--- src/rtl/demux_2_stream_pkg.sv ---
// Shared constants and helpers for the 1-to-2 stream demultiplexer.
// Default sizes and the occupancy-counter width live here so every file sizes its counts the same way.
package selector_pkg;

  localparam int DEFAULT_BUS   = 4;
  localparam int DEFAULT_DEPTH = 2;

  // One extra bit so a count can represent DEPTH itself (full), not just 0..DEPTH-1.
  function automatic int count_width(input int depth);
    return $clog2(depth) + 1;
  endfunction

endpackage

--- src/rtl/demux_2_stream_if.sv ---
// Stream bundle for demux_2_stream: one input stream, two output streams, occupancy counts.
// master drives the input stream and the consumer readies; slave is the demux itself.
interface demux_2_stream_if
  import selector_pkg::*;
#(
  parameter int bus   = DEFAULT_BUS,
  parameter int DEPTH = DEFAULT_DEPTH
);

  localparam int CW = count_width(DEPTH);

  logic [bus-1:0] d;
  logic           selector;
  logic           in_valid;
  logic           in_ready;

  logic [bus-1:0] out0;
  logic           out0_valid;
  logic           out0_ready;

  logic [bus-1:0] out1;
  logic           out1_valid;
  logic           out1_ready;

  logic [CW-1:0]  count0;
  logic [CW-1:0]  count1;

  modport master (
    output d, selector, in_valid, out0_ready, out1_ready,
    input  in_ready, out0, out0_valid, out1, out1_valid, count0, count1
  );

  modport slave (
    input  d, selector, in_valid, out0_ready, out1_ready,
    output in_ready, out0, out0_valid, out1, out1_valid, count0, count1
  );

endinterface

--- src/rtl/demux_2_stream_fifo.sv ---
// Small register FIFO used once per demux output; head word is presented straight from storage.
// Full/empty come from the occupancy count, so pointers simply wrap modulo DEPTH.
module stream_fifo
  import selector_pkg::*;
#(
  parameter  int bus   = DEFAULT_BUS,
  parameter  int DEPTH = DEFAULT_DEPTH,
  localparam int CW    = count_width(DEPTH),
  localparam int AW    = $clog2(DEPTH)
) (
  input  logic           clk,
  input  logic           rst,
  input  logic           push,
  input  logic [bus-1:0] wdata,
  input  logic           pop,
  output logic [bus-1:0] rdata,
  output logic [CW-1:0]  count
);

  logic [bus-1:0]   mem_reg [DEPTH];
  logic [AW-1:0]    wr_ptr_reg;
  logic [AW-1:0]    rd_ptr_reg;
  logic [CW-1:0]    count_reg;
  logic [CW-1:0]    count_next;
  logic [DEPTH-1:0] wen;
  logic             push_ok;
  logic             pop_ok;

  // Guards here keep the FIFO self-protecting even if a caller misbehaves.
  assign pop_ok  = pop  & (count_reg != '0);
  assign push_ok = push & (count_reg < CW'(DEPTH));

  generate
    for (genvar gi = 0; gi < DEPTH; gi++) begin : g_wen
      assign wen[gi] = push_ok & (wr_ptr_reg == AW'(gi));
    end
  endgenerate

  always_ff @(posedge clk) begin
    if (rst) begin
      for (int i = 0; i < DEPTH; i++) begin
        mem_reg[i] <= '0;
      end
    end else begin
      for (int i = 0; i < DEPTH; i++) begin
        if (wen[i]) begin
          mem_reg[i] <= wdata;
        end
      end
    end
  end

  always_comb begin
    count_next = count_reg;
    case ({push_ok, pop_ok})
      2'b10:   count_next = count_reg + CW'(1);
      2'b01:   count_next = count_reg - CW'(1);
      default: count_next = count_reg;
    endcase
  end

  always_ff @(posedge clk) begin
    if (rst) begin
      wr_ptr_reg <= '0;
      rd_ptr_reg <= '0;
      count_reg  <= '0;
    end else begin
      if (push_ok) begin
        wr_ptr_reg <= wr_ptr_reg + AW'(1);
      end
      if (pop_ok) begin
        rd_ptr_reg <= rd_ptr_reg + AW'(1);
      end
      count_reg <= count_next;
    end
  end

  assign rdata = mem_reg[rd_ptr_reg];
  assign count = count_reg;

endmodule

--- src/rtl/demux_2_stream.sv ---
// Registered 1-to-2 stream demultiplexer: selector steers each accepted word into one of two FIFOs.
// in_ready depends only on selector and the registered counts, never on the consumer readies.
module demux_2_stream
  import selector_pkg::*;
#(
  parameter  int bus   = DEFAULT_BUS,
  parameter  int DEPTH = DEFAULT_DEPTH,
  localparam int CW    = count_width(DEPTH)
) (
  input  logic            clk,
  input  logic            rst,
  demux_2_stream_if.slave s
);

  logic [1:0]     push;
  logic [1:0]     pop;
  logic [1:0]     space;
  logic [1:0]     out_ready;
  logic [bus-1:0] rdata [2];
  logic [CW-1:0]  cnt   [2];
  logic           accept;

  assign out_ready = {s.out1_ready, s.out0_ready};
  assign accept    = s.in_valid & s.in_ready;

  generate
    for (genvar gi = 0; gi < 2; gi++) begin : g_lane
      assign space[gi] = cnt[gi] < CW'(DEPTH);
      assign push[gi]  = accept & (s.selector == 1'(gi));
      assign pop[gi]   = (cnt[gi] != '0) & out_ready[gi];

      stream_fifo #(
        .bus   (bus),
        .DEPTH (DEPTH)
      ) u_fifo (
        .clk   (clk),
        .rst   (rst),
        .push  (push[gi]),
        .wdata (s.d),
        .pop   (pop[gi]),
        .rdata (rdata[gi]),
        .count (cnt[gi])
      );
    end
  endgenerate

  assign s.in_ready   = s.selector ? space[1] : space[0];

  assign s.out0       = rdata[0];
  assign s.out0_valid = cnt[0] != '0;
  assign s.count0     = cnt[0];

  assign s.out1       = rdata[1];
  assign s.out1_valid = cnt[1] != '0;
  assign s.count1     = cnt[1];

endmodule
--- src/flat_wrapper.sv ---
// flat-port wrapper written by rule: the top's interface ports become plain ports
module demux_2_stream_flat import selector_pkg::*;
#(
  parameter  int bus   = DEFAULT_BUS,
  parameter  int DEPTH = DEFAULT_DEPTH,
  localparam int CW    = count_width(DEPTH)
)
  (clk, rst, s_d, s_selector, s_in_valid, s_out0_ready, s_out1_ready, s_in_ready, s_out0, s_out0_valid, s_out1, s_out1_valid, s_count0, s_count1);
  demux_2_stream_if #(.bus(bus), .DEPTH(DEPTH)) s_i ();
  input  logic clk;
  input  logic rst;
  input wire logic [$bits(s_i.d)-1:0] s_d;
  input wire logic [$bits(s_i.selector)-1:0] s_selector;
  input wire logic [$bits(s_i.in_valid)-1:0] s_in_valid;
  input wire logic [$bits(s_i.out0_ready)-1:0] s_out0_ready;
  input wire logic [$bits(s_i.out1_ready)-1:0] s_out1_ready;
  output wire logic [$bits(s_i.in_ready)-1:0] s_in_ready;
  output wire logic [$bits(s_i.out0)-1:0] s_out0;
  output wire logic [$bits(s_i.out0_valid)-1:0] s_out0_valid;
  output wire logic [$bits(s_i.out1)-1:0] s_out1;
  output wire logic [$bits(s_i.out1_valid)-1:0] s_out1_valid;
  output wire logic [$bits(s_i.count0)-1:0] s_count0;
  output wire logic [$bits(s_i.count1)-1:0] s_count1;
  assign s_i.d = s_d;
  assign s_i.selector = s_selector;
  assign s_i.in_valid = s_in_valid;
  assign s_i.out0_ready = s_out0_ready;
  assign s_i.out1_ready = s_out1_ready;
  assign s_in_ready = s_i.in_ready;
  assign s_out0 = s_i.out0;
  assign s_out0_valid = s_i.out0_valid;
  assign s_out1 = s_i.out1;
  assign s_out1_valid = s_i.out1_valid;
  assign s_count0 = s_i.count0;
  assign s_count1 = s_i.count1;
  demux_2_stream #(.bus(bus), .DEPTH(DEPTH)) u_core (.clk(clk), .rst(rst), .s(s_i));
endmodule
--- config.mk ---
export PLATFORM = sky130hd
export DESIGN_NAME = demux_2_stream_flat
export DESIGN_NICKNAME = d
export VERILOG_FILES = /design/src/rtl/demux_2_stream_pkg.sv /design/src/rtl/demux_2_stream_if.sv /design/src/rtl/demux_2_stream_fifo.sv /design/src/rtl/demux_2_stream.sv /design/src/flat_wrapper.sv
export SDC_FILE = /design/constraint.sdc
export NUM_CORES = 1
export LEC_CHECK = 0
export CAP_MARGIN = 20
export CORE_AREA = 3 3 52 54
export CTS_BUF_LIST = sky130_fd_sc_hd__clkbuf_2 sky130_fd_sc_hd__clkbuf_4 sky130_fd_sc_hd__clkbuf_8
export DETAILED_ROUTE_END_ITERATION = 12
export DIE_AREA = 0 0 55 57
export GPL_TIMING_DRIVEN = 0
export PLACE_DENSITY_LB_ADDON = 0.15
export SETUP_SLACK_MARGIN = 0.05
export SLEW_MARGIN = 20
export SYNTH_ARGS = -nofsm -noshare
export SYNTH_HDL_FRONTEND = slang
export SYNTH_HIERARCHICAL = 1
export SYNTH_SLANG_ARGS = --single-unit
--- constraint.sdc ---
create_clock -name clk -period 2.2 [get_ports clk]
set_input_delay 0.55 -clock clk [delete_from_list [all_inputs] [get_ports clk]]
set_output_delay 0.55 -clock clk [all_outputs]
set_load 0.005 [all_outputs]
## Word level (Yosys, flattened, before mapping)

Memory sizes are Yosys's and may differ from the RTL's. A register that Yosys moved wholly into a read port is not among the register bits.
Cells that the tools add are included.

- Multiplexer cells: 25
- Magnitude comparators: 2
- Add/subtract/negate cells: 8
- Reduce and logical (&&, ||, !) cells: 4
- Eq/ne operators: 4
- Bitwise gates (word level): 20

Operators by type and width:

| cell | number |
|---|---|
| 2-to-1 mux 1 bit | 19 |
| 2-to-1 mux 4 bit | 4 |
| AND 1 bit | 13 |
| case mux 2 bit (2 select lines) | 2 |
| nonzero test 2 bit | 4 |
| adder 1 bit (second input constant) | 4 |
| adder 2 x 1 -> 2 bit (second input constant) | 2 |
| == test 2 x 1 -> 1 bit (second input constant) | 2 |
| == test 2 bit (second input constant) | 2 |
| less-than comparator 2 bit (second input constant) | 2 |
| bitwise OR 1 bit | 4 |
| subtractor 2 x 1 -> 2 bit (second input constant) | 2 |
| inverter 1 bit | 3 |

- Bits in writable memories: 16
- Register bits: 8
- Memories: 2

Memories:

| memory | depth | bits a word | read ports | clocked after Yosys merged registers in | wr ports | RTL line | source |
|---|---|---|---|---|---|---|---|
| u_core.g_lane[0].u_fifo.mem_reg | 2 | 4 | 1 | 1 | 2 | demux_2_stream_fifo.sv:20 | `logic [bus-1:0] mem_reg [DEPTH];` |
| u_core.g_lane[1].u_fifo.mem_reg | 2 | 4 | 1 | 1 | 2 | demux_2_stream_fifo.sv:20 |  |

## Depth between registers and ports, before layout

Gate-level depths: netlist (run 1).

- Depth in word-level cells: 10
- Gate-level depth with buffers: 7
- Gate-level depth less buffers: 7

## By module

Netlist (run 1), hierarchy kept.

Modules (own cells, without submodules):

| module | cells an instance | times used | area each (sq um) |
|---|---|---|---|
| stream_fifo | 40 | 2 | 531.8 |
| demux_2_stream | 7 | 1 | 53.8 |

## Worst setup path before layout (run 1)

No wires, ideal clock.

- Path type: input port to flip-flop
- Start point: input s_selector
- End point: register u_core.g_lane[0].u_fifo.count_reg[1]
- Path buffers: 0
- Slack: 0.190 ns
- Data arrival time: 1.940 ns
- Stages: 6
- Cell sequence: nor3b_1 -> nor2b_1 -> inv_1 -> ha_1 -> or3_1 -> a21oi_1

- Longest elaborated chain between the ends: 6
- Elaborated cells between the ends (all ways): 9

RTL lines:

| item | RTL line | source |
|---|---|---|
| start, declared | flat_wrapper.sv:13 | `input wire logic [$bits(s_i.selector)-1:0] s_selector;` |
| 2-to-1 mux 1 bit | demux_2_stream.sv:47 | `assign s.in_ready = s.selector ? space[1] : space[0];` |
| AND 1 bit | demux_2_stream.sv:24 | `assign accept = s.in_valid & s.in_ready;` |
| AND 1 bit (*) | demux_2_stream.sv:29 | `assign push[gi] = accept & (s.selector == 1'(gi));` |
| AND 1 bit (*) | demux_2_stream_fifo.sv:31 | `assign push_ok = push & (count_reg < CW'(DEPTH));` |
| == test 2 x 1 -> 1 bit or == test 2 bit (tied branches) | demux_2_stream_fifo.sv:55 | `case ({push_ok, pop_ok})` |
| case mux 2 bit (2 select lines) or nonzero test 2 bit (tied branches) | - |  |
| end signal, assigned | demux_2_stream_fifo.sv:74 | `count_reg <= count_next;` |
| end, declared | demux_2_stream_fifo.sv:23 | `logic [CW-1:0] count_reg;` |

Every way passes the cells marked *; elsewhere a longest branch is shown, timed or not.
A chain may end at the register's enable or synchronous reset.

## Worst setup path in the final report (run 1)

- Start point: input s_in_valid
- End point: register u_core.g_lane[1].u_fifo.count_reg[1]

- Longest elaborated chain between the ends: 5
- Elaborated cells between the ends (all ways): 7

RTL lines:

| item | RTL line | source |
|---|---|---|
| start, declared | flat_wrapper.sv:14 | `input wire logic [$bits(s_i.in_valid)-1:0] s_in_valid;` |
| AND 1 bit (*) | demux_2_stream.sv:24 |  |
| AND 1 bit (*) | demux_2_stream.sv:29 |  |
| net u_core.push[1] | demux_2_stream.sv:15 | `logic [1:0] push;` |
| AND 1 bit (*) | demux_2_stream_fifo.sv:31 |  |
| == test 2 x 1 -> 1 bit or == test 2 bit (tied branches) | demux_2_stream_fifo.sv:55 |  |
| case mux 2 bit (2 select lines) or nonzero test 2 bit (tied branches) | - |  |
| end signal, assigned | demux_2_stream_fifo.sv:74 |  |
| end, declared | demux_2_stream_fifo.sv:23 |  |

The timed path passes the listed nets; every way through them passes the cells marked *.

==> metrics.md, run 1 <==
| Metric | Value |
|---|---|
| Run status | finished clean |
| CP peak stage delay | 490 ps |
| Die H | about 57 microns |
| GRT Residual Overflow | 0 |
| Syn_nets | 99 |
| Seq/Total Area, Yosys | 0.609 |
| Peak Freq | 471 MHz |
| Comb power frac | 0.191 |
| CP Launch Type | input pin |
| Initial Util | 0.496 |
| Top cell type by total area after synthesis | edfxtp_1 |
| Pleak | approximately 0.57 nW |
| WHS | approximately 480 ps |
| Layout cells sized above 1 | 0.219 |
| Combinational family with the most area after synthesis | simple AND/OR/NAND/NOR gates |
| Tightest Hold Check Type | in -> reg |
| Post-route ant nets | 0 |
| Initial antenna violation count | 0 |
| Crit path max-delay family | simple AND/OR/NAND/NOR gates |
| Worst-margin pin slew | 399 ps |
| Mapped Area | 1120 sq um |
| # IOs | 25 |
| Sw Share | 0.233 |
| Clk Latency, worst-skew pair | 310 ps |
| Detailed Route WL | between 1500 and 2000 microns |
| Worst Setup Path Type | in -> reg |
| PD cells | around 660 nW/um^2 |
| Max IR drop VDD | approximately 0.34 mV |
| Synth Instances | 87 |
| Synth Area in Simple Gates | 0.127 |
| Wire per inst | roughly 13 microns |
| Maxcap violations | 0 |
| H-tree levels | 1 |
| Relative slew margins | 0.733 |
| Post-Route Utilization | 0.643 |
| Core Box Area | ~2300 sq um |
| Routability cong. | around 0.73 |
| Arrival time of the worst setup path | ~2400 ps |
| Worst Setup End Kind | flip-flop |
| Root Driver | clkbuf_4 |
| Min Tclk post-route | 2120 ps |
| Pint | about 740 uW |
| Drt first-iter violations | 9 |
| Drt via density | slightly above 5 |
| Synth warn | 6 |
| Die area | 3140 sq um |
| Vias in the first global route | 710 |
| Crit path max fanout | 5 |
| Largest cells by area after synthesis | edfxtp_1 (43%), dfxtp_1 (18%), mux2_2 (8.1%), xnor2_1 (4.7%), and3_1 (4.5%) |
| Clock sinks | 26 |
| Multiplexer area fraction after synthesis | 0.0896 |
| Design Power | 963 uW |
| Rows | 17 |
| NetSw | between 200 and 250 uW |
| First-pass GRT wire length | 2960 microns |
| CP max-delay cell | clkdlybuf4s50_1 |
| DRC violations left | 0 |
| Largest net degree at the start of global routing | 15 |
| Unrepaired setup endpoints after global routing | false |
| I/O Buffers | 23 |
| Setup Slack @ Placement | -513 ps |
| Worst Path Required | approximately 2500 ps |
| # setup viols final | 0 |
| Flop pwr share | 0.606 |
| GR Util All Layers | 0.130 |
| Worst Skew | approximately 1.5 ps |
| Worst Path Buf+Inv | 2 |
| Adder-cell share of the synthesized area | 0.0224 |
| Clock-pin slew on the worst setup and hold paths | ~130 ps |
| Min setup slack post-route | just under 80 ps |
| Diode count | 0 |
| Max-slew violation count | 0 |
| Flip-flop count of the largest register after layout | 16 |
| DP HPWL | roughly 1300 microns |
| #FFs+latches synth | 26 |
| Top cell type's share of synthesized area | 0.430 |
| Post-synthesis cell type count | 22 |
| Period utilisation layout | 0.965 |
| CTS tree | done |
| XOR/XNOR share of the synthesized area | 0.0627 |
| Layout Nets | between 100 and 150 |
| Compound-Gate Fraction of Synth Area | 0.0739 |
| Hold Buf Count CTS | 0 |
| Die Wd | around 55 microns |
| DR pass1 iterations | 4 |
| CP Cell Sequence | clkdlybuf4s50_1 > and3b_2 > nor2b_4 > inv_1 > ha_1 > or3_1 > a21oi_1 |
| Final Hold Vio Count | 0 |
| Clock Path Buffers | 2 |
| DR vias | around 730 |
| CTS Buf Count | 3 |
| Syn_area_per_cell | about 13 sq um |
| Layout area overhead | 29.7% |
| Clock power frac | 0.203 |
| Post-CTS setup buffers | 0 |
cell type report:
class	count	area [sq um]
fillers	188	806
flip-flops and latches	26	686
multi-input cells	57	459
repair buffers	23	225
well taps	28	35.0
clock buffers	3	22.5
plain buffers	2	10.0
inverters	2	7.51
clock inverters	1	3.75
cell usage after synthesis:
master / number
o21a_1: 2
or2_1: 2
a21o_1: 2
nor2_1: 10
o21a_2: 2
or3_1: 2
inv_1: 2
nor3b_1: 1
o21ai_0: 2
nor2b_1: 2
a21oi_1: 2
clkbuf_2: 2
ha_1: 2
dfxtp_1: 10
xnor2_1: 6
xor2_1: 2
and3b_1: 1
o21bai_1: 2
mux2_2: 8
mux2i_1: 1
and3_1: 8
edfxtp_1: 16
final timing paths:
| path | start | end | slack [ps] | cells after the start |
|---|---|---|---|---|
| worst max-delay path | s_in_valid | u_core/g_lane[1].u_fifo/count[1] | 80 | 7 |
| worst min-delay path | rst | u_core/g_lane[0].u_fifo/count[1] | 480 | 2 |
| worst max register to register | u_core/g_lane[1].u_fifo/count[1] | u_core/g_lane[1].u_fifo/count[1] | 350 | 6 |
| worst min register to register | u_core/g_lane[1].u_fifo/rd_ptr_reg | flip-flop | 520 | 2 |
cell families (layout without fill, tap and decap cells):
family                     count (synthesis)  in the layout
AOI/OAI and AO/OA                         12             12
xor gates and xnor gates                   8              8
adders and majority gates                  2              2
buffers and inverters                      4             31
DFF                                       26             26
muxes                                      9              9
and+or+nand+nor                           26             26
layout by cell type, fill, tap and decap left out:
master           Yosys  routed
mux2_2               8       8
edfxtp_1            16      16
xor2_1               2       2
ha_4                 0       1
a21oi_1              2       2
clkbuf_2             2       3
a21o_1               2       2
o21a_2               2       2
dfxtp_2              0       4
o21a_1               2       2
o21bai_1             2       2
clkinv_1             0       1
o21ai_0              2       2
clkdlybuf4s50_1      0      22
nor2_1              10      10
xnor2_1              6       6
inv_1                2       2
ha_1                 2       1
or3_1                2       2
clkbuf_4             0       3
or2_1                2       2
mux2i_1              1       1
nor2b_4              0       2
nor3b_4              0       1
dfxtp_1             10       6
and3_1               8       8
and3b_2              0       1
per-stage QoR:
step / instance area, sq um / setup TNS (ps) / std cells
floorplan: 1120 / 0 / 87
global placement: 1380 / -2830 / 138
detailed placement: 1380 / -3570 / 138
CTS: 1420 / 0 / 142
global route: 1450 / 0 / 142
finish: 1450 / 0 / 142
power groups by stage:
stage	clock network [mW]	logic (mW)	registers, mW
2_1_floorplan	0	0.0891	0.588
3_3_place_gp	0	0.174	0.591
3_5_place_dp	0	0.176	0.593
4_1_cts	0.203	0.179	0.583
5_1_grt	0.225	0.205	0.590
6_report	0.195	0.184	0.584
metal layers:
layer | GRT usage | part of all wire | vias to the layer above
met3 | 0.0235 | 0.059 | 5
met2 | 0.186 | 0.42 | 26
met5 | 0 | 0 | -
met4 | 0.0729 | 0.026 | 0
li1 | - | - | 367
met1 | 0.182 | 0.49 | 327
what timing repair did:
action	CTS	global route
gates resized for setup	5	10
setup endpoints to repair	7	12
pin swaps	0	0
(Power assumes the default switching activity.)
==> run 2, diff against run 1 <==
Settings changed: PLACE_DENSITY from default to 0.77, PLACE_DENSITY_LB_ADDON 0.15 to default.
==> run 2 against run 1 <==
Net effect:
- critical path depth stayed put
- sequential share of layout area down 0.32 points
- via count grew 2.2%
- first-iteration DRC count shrank 11%
- sequential power about the same
- wire length increased by 4.4%
- largest cell class unchanged
- highest routed layer unchanged
==> metrics.md, run 2 (same netlist as run 1, synthesis figures left out) <==
| Metric | Value |
|---|---|
| Run status | finished clean |
| Relative slew margins | 0.713 (-0.0200) |
| I/O Buffers | 23 (unchanged) |
| Max-slew violation count | 0 (unchanged) |
| DP Area | 1380 sq um (unchanged) |
| Vias in the first global route | 716 (+0.85%) |
| Period utilisation layout | 0.964 (-0.00110) |
| First-pass GRT wire length | 3170 microns (+7.0%) |
| Diode count | 0 (unchanged) |
| Clock-pin slew on the worst setup and hold paths | 130 ps (about the same) |
| Core Box Area | 2250 sq um (unchanged) |
| Initial antenna violation count | 0 (unchanged) |
| CTS tree | done |
| Placed cells | 138 (unchanged) |
| H-tree levels | 1 (unchanged) |
| Worst R2R Path Depth | 6 (unchanged) |
| Routability cong. | 0.699 (-4.6%) |
| Commonest non-fill, non-tap cell in the layout | clkdlybuf4s50_1 |
| DRC violations left | 0 (unchanged) |
| Layout area overhead | 30.6% |
| Min Tclk post-route | 2120 ps (-2.42 ps) |
| Hold Path Sink | u_core/g_lane[1].u_fifo/count[1] |
| Tightest Hold Check Type | in -> reg |
| Reg2Reg Setup Slack | 350 ps (about the same) |
| Clk Latency, worst-skew pair | 310 ps (about the same) |
| Worst Setup Path Type | in -> reg |
| CP max-delay cell | clkdlybuf4s50_1 |
| Maxcap violations | 0 (unchanged) |
| Unrepaired setup endpoints after global routing | true |
| Most frequent cells in the layout | clkdlybuf4s50_1 (22), edfxtp_1 (16), nor2_1 (10), mux2_2 (8), and3_1 (8) |
| Flip-flop count of the largest register after layout | 16 (unchanged) |
| Worst Skew | 3.48 ps (+1.98 ps) |
| DP HPWL | 1430 microns (+9.3%) |
| Post-route ant nets | 0 (unchanged) |
| Crit path max-delay family | simple AND/OR/NAND/NOR gates |
| CP Launch Type | input pin |
| Critical R2R Capture | u_core/g_lane[1].u_fifo/count[1] |
| GRT Residual Overflow | 0 (unchanged) |
| Die Wd | 55 microns (unchanged) |
| Worst r2r src | u_core/g_lane[1].u_fifo/count[1] |
| DR pass1 iterations | 4 (unchanged) |
| Worst Path Required | 2450 ps (about the same) |
| Final Hold Vio Count | 0 (unchanged) |
| Initial Util | 0.496 (unchanged) |
| Hold Buf Count CTS | 0 (unchanged) |
| Root Driver | clkbuf_4 |
| Arrival time of the worst setup path | 2370 ps (about the same) |
| Worst-margin pin slew | 429 ps (+30.0 ps) |
| Pleak | 0.584 nW (+2.3%) |
| Worst Path Buf+Inv | 2 (unchanged) |
| Crit path max fanout | 5 (unchanged) |
| Worst hold stages | 2 (unchanged) |
| Worst Setup End Kind | flip-flop |
| # IOs | 25 (unchanged) |
| Largest net degree at the start of global routing | 15 (unchanged) |
| Detailed Route WL | 1930 microns (+4.4%) |
| Layout Nets | 129 (+1.6%) |
| Finished Cell Area | 1460 sq um (+0.69%) |
| Critical hold path startpoint | rst |
| Die H | 57 microns (unchanged) |
| Layout cells sized above 1 | 0.241 (+0.0221) |
| Wire per inst | 13.4 microns (+3.0%) |
| Cell count along the critical path | 7 (unchanged) |
| Drt via density | 5.15 (+0.79%) |
| CP peak stage delay | 480 ps (about the same) |
| Drt first-iter violations | 8 (-1) |
| CP Cell Sequence | clkdlybuf4s50_1 > and3b_2 > nor2b_4 > inv_1 > ha_1 > or3_1 > a21oi_2 |
| Clock sinks | 26 (unchanged) |
| Layout fillers | 198 (+5.3%) |
| Max IR drop VDD | 0.398 mV (+18%) |
| CP Launch Point | s_in_valid |
| DR vias | 741 (+2.2%) |
| Clock Path Buffers | 2 (unchanged) |
| GR Util All Layers | 0.139 (+0.00912) |
| CTS Buf Count | 3 (unchanged) |
| Die area | 3140 sq um (unchanged) |
| Peak Freq | 472 MHz (+0.11%) |
| PD cells | 675 nW/um^2 (+1.5%) |
| # setup viols final | 0 (unchanged) |
| Final Non-Filler Cells | 144 (+1.4%) |
| Rows | 17 (unchanged) |
run 2: timing repair:
action | CTS | global route
gates resized for setup | 6 | 9
endpoints found under the setup margin | 5 | 9
pin swaps | 0 | 1
gates cloned | 0 | 0
setup buffers | 0 | 2
run 2: report_power, final:
| group | switching [mW] | total, mW | internal [mW] |
|---|---|---|---|
| logic | 0.0684 | 0.187 | 0.118 |
| registers | 0.0289 | 0.585 | 0.556 |
| clock network | 0.130 | 0.213 | 0.0831 |
| total | 0.227 | 0.985 | 0.758 |
run 2: worst register-to-register path, stage by stage, from the launching register on:
cell and delay, ps:
dfxtp_2 400, and3b_2 290, nor2b_4 180, inv_1 70, ha_1 310, or3_1 420, a21oi_2 140
run 2: area by class of cell:
cell class / instances / area [sq um] / area share
tap: 28 / 35.0 / 0.0240
buffer: 2 / 10.0 / 0.00686
sequential: 26 / 686 / 0.470
inverter: 2 / 7.51 / 0.00515
timing repair buffer: 25 / 240 / 0.165
multi-input combinational: 57 / 450 / 0.309
clock buffer: 4 / 30.0 / 0.0206
run 2: per-stage QoR:
step / hold slack (ps) / setup TNS [ps] / power [mW] / setup slack [ps] / utilization
6_report: 477 / 0 / 0.985 / 79.5 / 0.647
5_1_grt: 496 / 0 / 1.04 / 34.1 / 0.647
4_1_cts: 475 / 0 / 0.988 / 57.1 / 0.635
3_5_place_dp: 500 / -3520 / 0.771 / -482 / 0.613
3_3_place_gp: 494 / -2770 / 0.765 / -433 / 0.613
2_1_floorplan: 480 / 0 / 0.677 / 190 / -
run 2: worst max-delay path by stage:
| stage | slack (ps) | to |
|---|---|---|
| floorplan | 190 | u_core/g_lane[0].u_fifo/count[1] |
| global placement | -430 | u_core/g_lane[0].u_fifo/count[1] |
| detailed placement | -480 | u_core/g_lane[0].u_fifo/count[1] |
| CTS | 60 | s_in_ready |
| global route | 30 | u_core/g_lane[1].u_fifo/count[1] |
| finish | 80 | u_core/g_lane[1].u_fifo/count[1] |
run 2: per-layer routing:
layer	GRT usage	vias up	wire length, microns
met5	0	-	0
met4	0.0625	0	31
met3	0.0339	4	124
met2	0.215	21	936
met1	0.182	348	842
li1	-	368	-
==> patch (settings of run 1) <==
`DEFAULT_BUS`: 4 -> 6.
--- a/src/rtl/demux_2_stream_pkg.sv
+++ b/src/rtl/demux_2_stream_pkg.sv
@@ -2,7 +2,7 @@
 // Default sizes and the occupancy-counter width live here so every file sizes its counts the same way.
 package selector_pkg;
 
-  localparam int DEFAULT_BUS   = 4;
+  localparam int DEFAULT_BUS   = 6;
   localparam int DEFAULT_DEPTH = 2;
 
   // One extra bit so a count can represent DEPTH itself (full), not just 0..DEPTH-1.
Ports: changed (resized s_d, s_out0 and s_out1); port bits go from 25 to 31. No check against the original RTL was run, so the function may have changed too.
==> patch against run 1 <==
  * Sequential cell count rose by 8
  * Wire length rose by 29%
  * Worst setup slack improved by 0.058 ns
  * Synthesized area rose by 28%
  * Power rose by 34%
  * First-iteration DRC count rose by 120%
  * Critical path type is now reg2out
  * Final area rose by 25%
  * Synthesized cell count rose by 18%
==> patch: results (changes against run 1) <==
library cells used by synthesis=21 (was 22); Layout Nets=152 (was 127); Signal buf overhead=0.165 (was 0.162); synth top area cells=edfxtp_1, dfxtp_1, mux2_2, and2_1, nor2_1 (was edfxtp_1, dfxtp_1, mux2_2, xnor2_1, and3_1); met2 wire length=1230 um (was 780 um); CP Capture Point=s_out1[5] (was u_core/g_lane[1].u_fifo/count[1]$_SDFFE_PP0P_); clk_skew=0.00363 ns (was 0.00150 ns); htree depth=2 (was 1); clock network area share=0.0297 (was 0.0181); Seq group=764 uW (was 584 uW); Signal buffers=30 (was 25); Combinational Power Share=0.161 (was 0.191); Pleak=0.677 nW (was 0.571 nW); Iter 0 DRT Violations=20 (was 9); final WL=2400 um (was 1850 um); Worst R2R Path Depth=5 (was 6); status=completed (unchanged); r2r endpoint=u_core/g_lane[0].u_fifo/count[1]$_SDFFE_PP0P_ (was u_core/g_lane[1].u_fifo/count[1]$_SDFFE_PP0P_); first-pass GRT wire length=3750 um (was 2960 um); HP Class=reg2reg (was in2reg); crit path time final=2.07 ns (was 2.12 ns); post-CTS sizing=3 (was 5); Internal=996 uW (was 739 uW); Placement Cell Area=0.00176 mm^2 (was 0.00138 mm^2); met3 usage=0.0679 (was 0.0235); pre-CTS setup slack=-0.126 ns (was -0.513 ns); largest net degree at the start of global routing=17 (was 15); GRT Total Usage=0.176 (was 0.130); layout cells sized above 1=0.165 (was 0.219); met3 routed WL=192 um (was 109 um)
==> patch: cell types whose count changed in the layout (fill, tap and decap cells not counted), sizes merged, moves of 2 or more <==
cell | run 1 | this run
a21o | 2 | 0
and2 | 0 | 12
and3 | 8 | 0
clkdlybuf4s50 | 22 | 29
edfxtp | 16 | 24
mux2 | 8 | 12
nand2b | 0 | 2
nor2b | 2 | 0
o21bai | 2 | 4
xnor2 | 6 | 4
xor2 | 2 | 4
==> patch: cell families after synthesis <==
| group | synth area share |
|---|---|
| AOI/OAI and AO/OA | 0.0579 |
| xor gates and xnor gates | 0.0492 |
| adders and majority gates | 0.0176 |
| buffers and inverters | 0.0105 |
| DFF | 0.646 |
| muxes | 0.102 |
| and+or+nand+nor | 0.117 |
==> patch: critical path, delay by kind of cell, from the launching register on <==
kind	cells	cell delay [ns]
buffers and inverters	1	0.45
DFF	1	0.40
muxes	1	0.34
